File: src/rtl/vm2_intc.sv
// vm2_intc: fixed-priority vectored interrupt arbiter running the VM2 virq/istb/iack vector-fetch handshake
module vm2_intc #(
  parameter int NCHAN = 8,
  parameter logic [NCHAN*16-1:0] VECTORS = '0,
  parameter logic [15:0] SPURIOUS_VEC = 16'o0
) (
  input  logic             wb_clk_i,
  input  logic             wb_rst_i,
  input  logic [NCHAN-1:0] irq_i,
  output logic [NCHAN-1:0] irq_ack_o,
  output logic             virq,
  input  logic             istb,
  output logic [15:0]      ivec,
  output logic             iack,
  output logic             busy
);
  localparam int CW = NCHAN > 1 ? $clog2(NCHAN) : 1;
  typedef enum logic [1:0] {IDLE, REQ, ACK, GAP} state_t;
  state_t state;
  logic [CW-1:0] ch, win;
  always_comb begin
    win = '0;
    for (int i = NCHAN - 1; i >= 0; i--)
      if (irq_i[i]) win = CW'(i);
  end
  // The ack pulse and vector are loaded on ACK entry, so the pulse lasts exactly the first ACK cycle.
  always_ff @(posedge wb_clk_i) begin
    if (wb_rst_i) begin
      state <= IDLE;
      ch <= '0;
      virq <= 1'b0;
      iack <= 1'b0;
      ivec <= '0;
      irq_ack_o <= '0;
      busy <= 1'b0;
    end else begin
      irq_ack_o <= '0;
      case (state)
        IDLE:
          if (istb) begin
            state <= ACK;
            iack <= 1'b1;
            ivec <= SPURIOUS_VEC;
            busy <= 1'b1;
          end else if (|irq_i) begin
            state <= REQ;
            ch <= win;
            virq <= 1'b1;
            busy <= 1'b1;
          end
        REQ:
          if (istb) begin
            state <= ACK;
            virq <= 1'b0;
            iack <= 1'b1;
            ivec <= VECTORS[16*ch +: 16];
            irq_ack_o <= NCHAN'(1) << ch;
          end else if (!(|irq_i)) begin
            state <= IDLE;
            virq <= 1'b0;
            busy <= 1'b0;
          end else
            ch <= win;
        ACK:
          if (!istb) begin
            state <= GAP;
            iack <= 1'b0;
            ivec <= '0;
          end
        default: begin
          state <= IDLE;
          busy <= 1'b0;
        end
      endcase
    end
  end
endmodule

File: config.mk
export PLATFORM = sky130hd
export DESIGN_NAME = vm2_intc
export DESIGN_NICKNAME = d
export VERILOG_FILES = /design/src/rtl/vm2_intc.sv
export SDC_FILE = /design/constraint.sdc
export NUM_CORES = 1
export LEC_CHECK = 0
export ABC_CLOCK_PERIOD_IN_PS = 940
export BUFFER_PORTS_ARGS = -buffer_cell sky130_fd_sc_hd__clkbuf_2
export CORE_MARGIN = 2
export CORE_UTILIZATION = 30
export CTS_BUF_LIST = sky130_fd_sc_hd__clkbuf_8 sky130_fd_sc_hd__clkbuf_16
export CTS_CLUSTER_SIZE = 16
export DETAILED_ROUTE_END_ITERATION = 7
export HOLD_SLACK_MARGIN = 0.05
export PLACE_DENSITY_LB_ADDON = 0.08
export SKIP_LAST_GASP = 1
export SLEW_MARGIN = 20
export SYNTH_ARGS = -nofsm -noshare
export SYNTH_HDL_FRONTEND = slang
export SYNTH_SLANG_ARGS = --single-unit
File: constraint.sdc
create_clock -name wb_clk_i -period 0.94 [get_ports wb_clk_i]
set_input_delay 0.094 -clock wb_clk_i [delete_from_list [all_inputs] [get_ports wb_clk_i]]
set_output_delay 0.094 -clock wb_clk_i [all_outputs]
set_load 0.01 [all_outputs]
==> impl_metrics.yaml, run 1 <==
outcome:
  status: "finished with violations"
  violations: "negative setup slack"
global_routing:
  track_usage_pct: 9.83
  first_global_vias: 633
  grt_max_degree: 10
  grt_antenna_before_repair: 0
  grt_pass1_wl_mm: 2.46
  gr-total-overflow: 0
cts:
  cts_hold_buf: 0
  cts_tree: "built"
  cts.path.max_buffers: 2
  htree_levels: 1
  clk_latency_ns: 0.24
  cts_inserted_buffers: 3
  cts.sinks: 16
  clkTransAtPathRegs_ns: 0.06
  postCtsSetupRepairBufs: 0
  root_buffer: "clkbuf_8"
critical_path:
  slowest_stage: "dfxtp_2"
  worstSetupPathType: "reg2reg"
  endpoint_kind: "register"
  critical_path_arrival_ns: 1.21
  cp_data_required_time_ns: 1.11
  cpPeakStageDelay_ns: 0.35
  crit_chain: "nand2b_4 -> nor3b_4 -> nand2b_1 -> nor3_2"
  crit_fanout: 4
  worstRegToRegCells: 4
  start_kind: "register"
power:
  leakage_nw: 0.488
  p_int_w: 0.00121
  p_sw_w: 0.000389
  powerDensity_nw_per_um2: 1510
  pwr-share-clk_pct: 36.8
  switching_share_pct: 24.3
  seqPwrFrac_pct: 46.0
  p_comb_share_pct: 17.2
  peakVddDrop_v: 0.000679
route:
  via_per_inst: 4.25
  vias: 659
  drt-pass1-iter-count: 4
  avgRoutedWirePerCell_microns: 9.12
  drtIter0Drc: 8
  drt-total-wl_mm: 1.41
  postRouteAntennaNets: 0
  route.detailed.drc: 0
worst_hold_path:
  hold_class: "in2reg"
  worst_hold_path.num_cells: 2
place:
  place_ws_ns: -0.209
  place_inst: 151
  gp_congestion: 0.691
  io_buffers: 21
  hpwlAfterDp_mm: 1.20
synthesis:
  ys_seq_area_share_pct: 40.1
  ys_ff_latch: 16
  mappedNetlistArea_sq_um: 800
  yosysWarnings: 0
  synth_largest_area_cell: "dfxtp_1"
  synth_cell_types: 22
  yosysTopAreaCellShare_pct: 40.1
  syn_avg_cell_area_sq_um: 9.09
  synth_area_leaders: "dfxtp_1 (40%), buf_4 (15%), nor2_1 (5.6%)"
  syn_inst: 88
sta:
  finalCritPeriodShare_pct: 111
  hold_ws_ns: 0.113
  finalHoldViolations: 0
  slew_viol_final: 0
  finClkSkew_ns: 0.00120
  setup_viol: 10
  rsz0062_at_grt: "yes"
  max_clock_freq_ghz: 0.961
  post-route-min-period_ns: 1.04
  fin_ws_ns: -0.101
  setup_tns_ns: -0.572
layout:
  antennaDiodeCount: 0
  drive_gt1_share_pct: 41.6
  syn_to_final_growth_pct: 32.9
  final-instance-count-excl-fill: 155
  nNetsFinal: 137
die:
  dieArea_sq_um: 3090
  placeableCoreArea_sq_um: 2500
  start_util_pct: 32.0
  ios: 38
  num_rows: 18
  die_w_microns: 55.6
  die_height_microns: 55.6
run:
  max_cap_violations: 0
==> critical path: cells and delay by family, from the launching register on <==
| kind | cells | cell delay (ns) |
|---|---|---|
| and+or+nand+nor | 4 | 0.61 |
| DFF | 1 | 0.35 |
==> metal layers <==
| layer | global-route usage, % | wire (microns) | share of wire [%] | vias to the layer above |
|---|---|---|---|---|
| met2 | 17.3 | 731 | 52 | 26 |
| li1 | - | - | - | 340 |
| met4 | 5.23 | 20 | 1.4 | 0 |
| met1 | 11.4 | 571 | 40 | 291 |
| met5 | 0 | 0 | 0 | - |
| met3 | 1.40 | 90 | 6.4 | 2 |
==> logic make-up (layout without fill, tap and decap cells) <==
family,Yosys count,in the layout,share of synthesized area [%]
and+or+nand+nor,32,32,25.7
DFF,16,16,40.1
buffers and inverters,21,43,17.7
AOI/OAI and AO/OA,18,18,16.1
other,1,16,0.469
==> placed cells by master, fill, tap and decap left out, types with 2 or more instances in the layout <==
| cell type | instances |
|---|---|
| clkbuf_2 | 21 |
| nor2_1 | 12 |
| nand2b_1 | 5 |
| nor4_4 | 2 |
| nor3_1 | 5 |
| o21ai_0 | 2 |
| dfxtp_1 | 15 |
| a21oi_2 | 2 |
| conb_1 | 16 |
| nand2b_4 | 2 |
| nand2_1 | 2 |
| a21oi_1 | 6 |
| buf_4 | 15 |
| clkbuf_8 | 4 |
| inv_1 | 3 |
==> synth_stat cells, drive strengths merged <==
cell type and n:
nand2b 7, inv 3, o21ai 3, nor2 12
nor4 2, o311ai 1, o21ba 1, o31ai 1
nor3 6, a21oi 8, a31o 1, conb 1
a211oi 2, nor3b 2, nand2 3, dfxtp 16
buf 18, o21bai 1
==> through the flow <==
stage | utilization [%] | instance area [sq um] | total power [W]
4_1_cts | 42.0 | 1050 | 0.00161
3_3_place_gp | 39.6 | 990 | 0.00102
3_5_place_dp | 39.6 | 990 | 0.00102
6_report | 42.5 | 1060 | 0.00160
5_1_grt | 42.5 | 1060 | 0.00168
2_1_floorplan | - | 865 | 0.000941
==> registers in the layout (all words and copies together), names as in the netlist <==
register   count
busy           1
ch             3
iack           1
irq_ack_o      8
state          2
virq           1
==> cell type report <==
class	instances	area, sq um
Tap cell	30	37.5
Timing Repair Buffer	36	218
Multi-Input combinational cell	66	419
Clock buffer	4	55.1
Fill cell	266	1440
Sequential cell	16	322
Inverter	3	11.3
==> power by group through the flow <==
stage	Sequential [W]	Combinational [W]	Clock [W]
5_1_grt	0.000740	0.000304	0.000640
6_report	0.000736	0.000275	0.000589
4_1_cts	0.000736	0.000270	0.000608
3_3_place_gp	0.000750	0.000268	0
2_1_floorplan	0.000756	0.000185	0
3_5_place_dp	0.000751	0.000268	0
==> path summary, 6_finish.rpt <==
path / startpoint / endpoint / slack, ns
max: state[1] / irq_ack_o[0] / -0.10
max reg2reg: state[1] / irq_ack_o[0] / -0.10
min reg2reg: busy / busy / 0.48
min: wb_rst_i / ch[1] / 0.11
==> what timing repair did <==
item | 4_1_cts | 5_1_grt
pin swaps | 3 | 1
hold endpoints to repair | 0 | 0
endpoints found under the setup margin | 13 | 14
resized for setup | 1 | 4
Note: power is estimated with default switching activity, not from simulation.
==> run 2, diff against run 1 <==
--- a/config.mk
+++ b/config.mk
@@ -5,10 +5,10 @@
 export SDC_FILE = /design/constraint.sdc
 export NUM_CORES = 1
 export LEC_CHECK = 0
-export ABC_CLOCK_PERIOD_IN_PS = 940
+export ABC_CLOCK_PERIOD_IN_PS = 1200
 export BUFFER_PORTS_ARGS = -buffer_cell sky130_fd_sc_hd__clkbuf_2
 export CORE_MARGIN = 2
-export CORE_UTILIZATION = 30
+export CORE_UTILIZATION = 48
 export CTS_BUF_LIST = sky130_fd_sc_hd__clkbuf_8 sky130_fd_sc_hd__clkbuf_16
 export CTS_CLUSTER_SIZE = 16
 export DETAILED_ROUTE_END_ITERATION = 7
==> constraint.sdc (replaced) <==
create_clock -name wb_clk_i -period 1.2 [get_ports wb_clk_i]
set_input_delay 0.12 -clock wb_clk_i [delete_from_list [all_inputs] [get_ports wb_clk_i]]
set_output_delay 0.12 -clock wb_clk_i [all_outputs]
set_load 0.01 [all_outputs]
==> run 2 against run 1 <==
  * The run now ends clean
  * Cell area shrank 13%
  * Global-route usage up 2.9 points
  * Utilization increased by 17 points
  * Total power shrank 25%
  * Clock power shrank 22%
  * Die area fell by 35%
  * First-iteration DRC count stayed put
  * Sequential cell count unchanged
  * Combinational power decreased by 41%
  * Via count is 11% lower
  * Maximum frequency decreased by 4.1%
  * Hold slack better by 0.073 ns
==> impl_metrics.yaml, run 2 (same netlist as run 1, synthesis figures left out) <==
cts:
  clk_latency_ns: 0.24
  cts_inserted_buffers: 3
  cts.path.max_buffers: 2
  htree_levels: 1
  cts_tree: "built"
  cts.sinks: 16
  cts_hold_buf: 0
  clkTransAtPathRegs_ns: 0.06
  root_buffer: "clkbuf_8"
global_routing:
  track_usage_pct: 12.8
  first_global_vias: 479
  grt_antenna_before_repair: 0
  grt_pass1_wl_mm: 1.89
  grt_max_degree: 11
  gr-total-overflow: 0
route:
  route.detailed.drc: 0
  drtIter0Drc: 8
  postRouteAntennaNets: 0
  avgRoutedWirePerCell_microns: 9.31
  drt-pass1-iter-count: 3
  via_per_inst: 4.62
  vias: 587
  drt-total-wl_mm: 1.18
critical_path:
  cp_data_required_time_ns: 1.38
  worstRegToRegCells: 3
  cp_top_family: "compound AO/OA/AOI/OAI gates"
  worst-path-stages: 3
  endpoint_kind: "register"
  cpPeakStageDelay_ns: 0.35
  crit_chain: "a211oi_4 -> o311ai_1 -> a21oi_2"
  start_kind: "register"
  r2r_start: "state[1]"
  worstSetupPathType: "reg2reg"
  critical_path_arrival_ns: 1.27
  crit_fanout: 6
  cp-endpoint: "ch[1]"
  r2r-end: "ch[1]"
  r2r_setup_slack_ns: 0.11
  slowest_stage: "dfxtp_2"
  crit_start: "state[1]"
  crit_buf_inv: 0
sta:
  rsz0062_at_grt: "no"
  fin_ws_ns: 0.114
  setup_tns_ns: 0
  slew_viol_final: 0
  finalHoldViolations: 0
  setup_viol: 0
  finalCritPeriodShare_pct: 90.5
  finClkSkew_ns: 0.00145
  post-route-min-period_ns: 1.09
  max_clock_freq_ghz: 0.921
power:
  leakage_nw: 0.410
  pwr-share-clk_pct: 38.2
  peakVddDrop_v: 0.000728
  p_sw_w: 0.000288
  p_comb_share_pct: 13.6
  powerDensity_nw_per_um2: 1310
  switching_share_pct: 24.0
  p_int_w: 0.000912
  seqPwrFrac_pct: 48.2
layout:
  regMostFlops: "irq_ack_o"
  top_regs: "irq_ack_o: 8 flops, ch: 3 flops, state: 2 flops"
  fin_util_pct: 59.7
  final-instance-count-excl-fill: 127
  nNetsFinal: 123
  largest_reg_flops: 8
  drive_gt1_share_pct: 31.5
  design_area_sq_um: 920
  antennaDiodeCount: 0
  most-common-layout-cells: "clkbuf_2 (21), conb_1 (16), dfxtp_1 (15)"
  syn_to_final_growth_pct: 15.0
  layout_commonest_cell: "clkbuf_2"
place:
  io_buffers: 21
  placed_area_sq_um: 858
  place_ws_ns: 0.0125
  gp_congestion: 0.752
  place_inst: 123
  hpwlAfterDp_microns: 959
die:
  die_height_microns: 44.8
  start_util_pct: 51.9
  die_w_microns: 44.8
  dieArea_sq_um: 2010
  placeableCoreArea_sq_um: 1540
  num_rows: 14
  ios: 38
worst_hold_path:
  hold_class: "in2reg"
run:
  max_cap_violations: 0
outcome:
  status: "finished clean"
run 2: cell types whose count changed in the layout (fill, tap and decap cells not counted), sizes merged:
cell	delta
buf	-14
run 2: worst min path at each step:
stage | cells after the start | from | end
after floorplan | 3 | irq_i[1] | ch[1]
after global placement | 2 | wb_rst_i | ch[1]
after detailed placement | 2 | wb_rst_i | ch[1]
after CTS | 2 | wb_rst_i | ch[1]
after global routing | 2 | wb_rst_i | ch[1]
final | 2 | wb_rst_i | ch[1]
run 2: per-layer routing:
layer | global-route usage, % | vias to the layer above | wire length, microns | share of wire (%)
li1 | - | 314 | - | -
met1 | 15.3 | 241 | 532 | 45
met2 | 21.4 | 30 | 534 | 45
met3 | 1.20 | 2 | 97 | 8.2
met4 | 8.82 | 0 | 19 | 1.6
met5 | 0 | - | 0 | 0
run 2: cell type report:
cell class                 count  area (sq um)
clock buffer                   4          55.1
fill                         147           622
inverter                       3          11.3
multi-input combinational     66           399
sequential                    16           322
tap                           16          20.0
timing repair buffer          22           113
run 2: stage by stage:
step	hold slack, ns	power (W)
5_1_grt	0.207	0.00127
6_report	0.186	0.00120
4_1_cts	0.183	0.00122
3_5_place_dp	0.441	0.000753
2_1_floorplan	0.318	0.000732
3_3_place_gp	0.461	0.000750
run 2: power by group through the flow:
stage / Sequential [W] / Clock (W) / Combinational, W
finish: 0.000578 / 0.000459 / 0.000163
global route: 0.000582 / 0.000500 / 0.000184
CTS: 0.000577 / 0.000479 / 0.000164
detailed placement: 0.000589 / 0 / 0.000164
global placement: 0.000588 / 0 / 0.000162
floorplan: 0.000591 / 0 / 0.000141
run 2: what timing repair did:
item                       in CTS  in global routing
setup endpoints to repair       0                  2
buffers inserted                0                  0
gates resized for setup         0                  2
run 2: worst reg2reg max path, cell delays in order (launching register included):
cell and delay [ns]:
dfxtp_2 0.35, a211oi_4 0.34, o311ai_1 0.18, a21oi_2 0.15
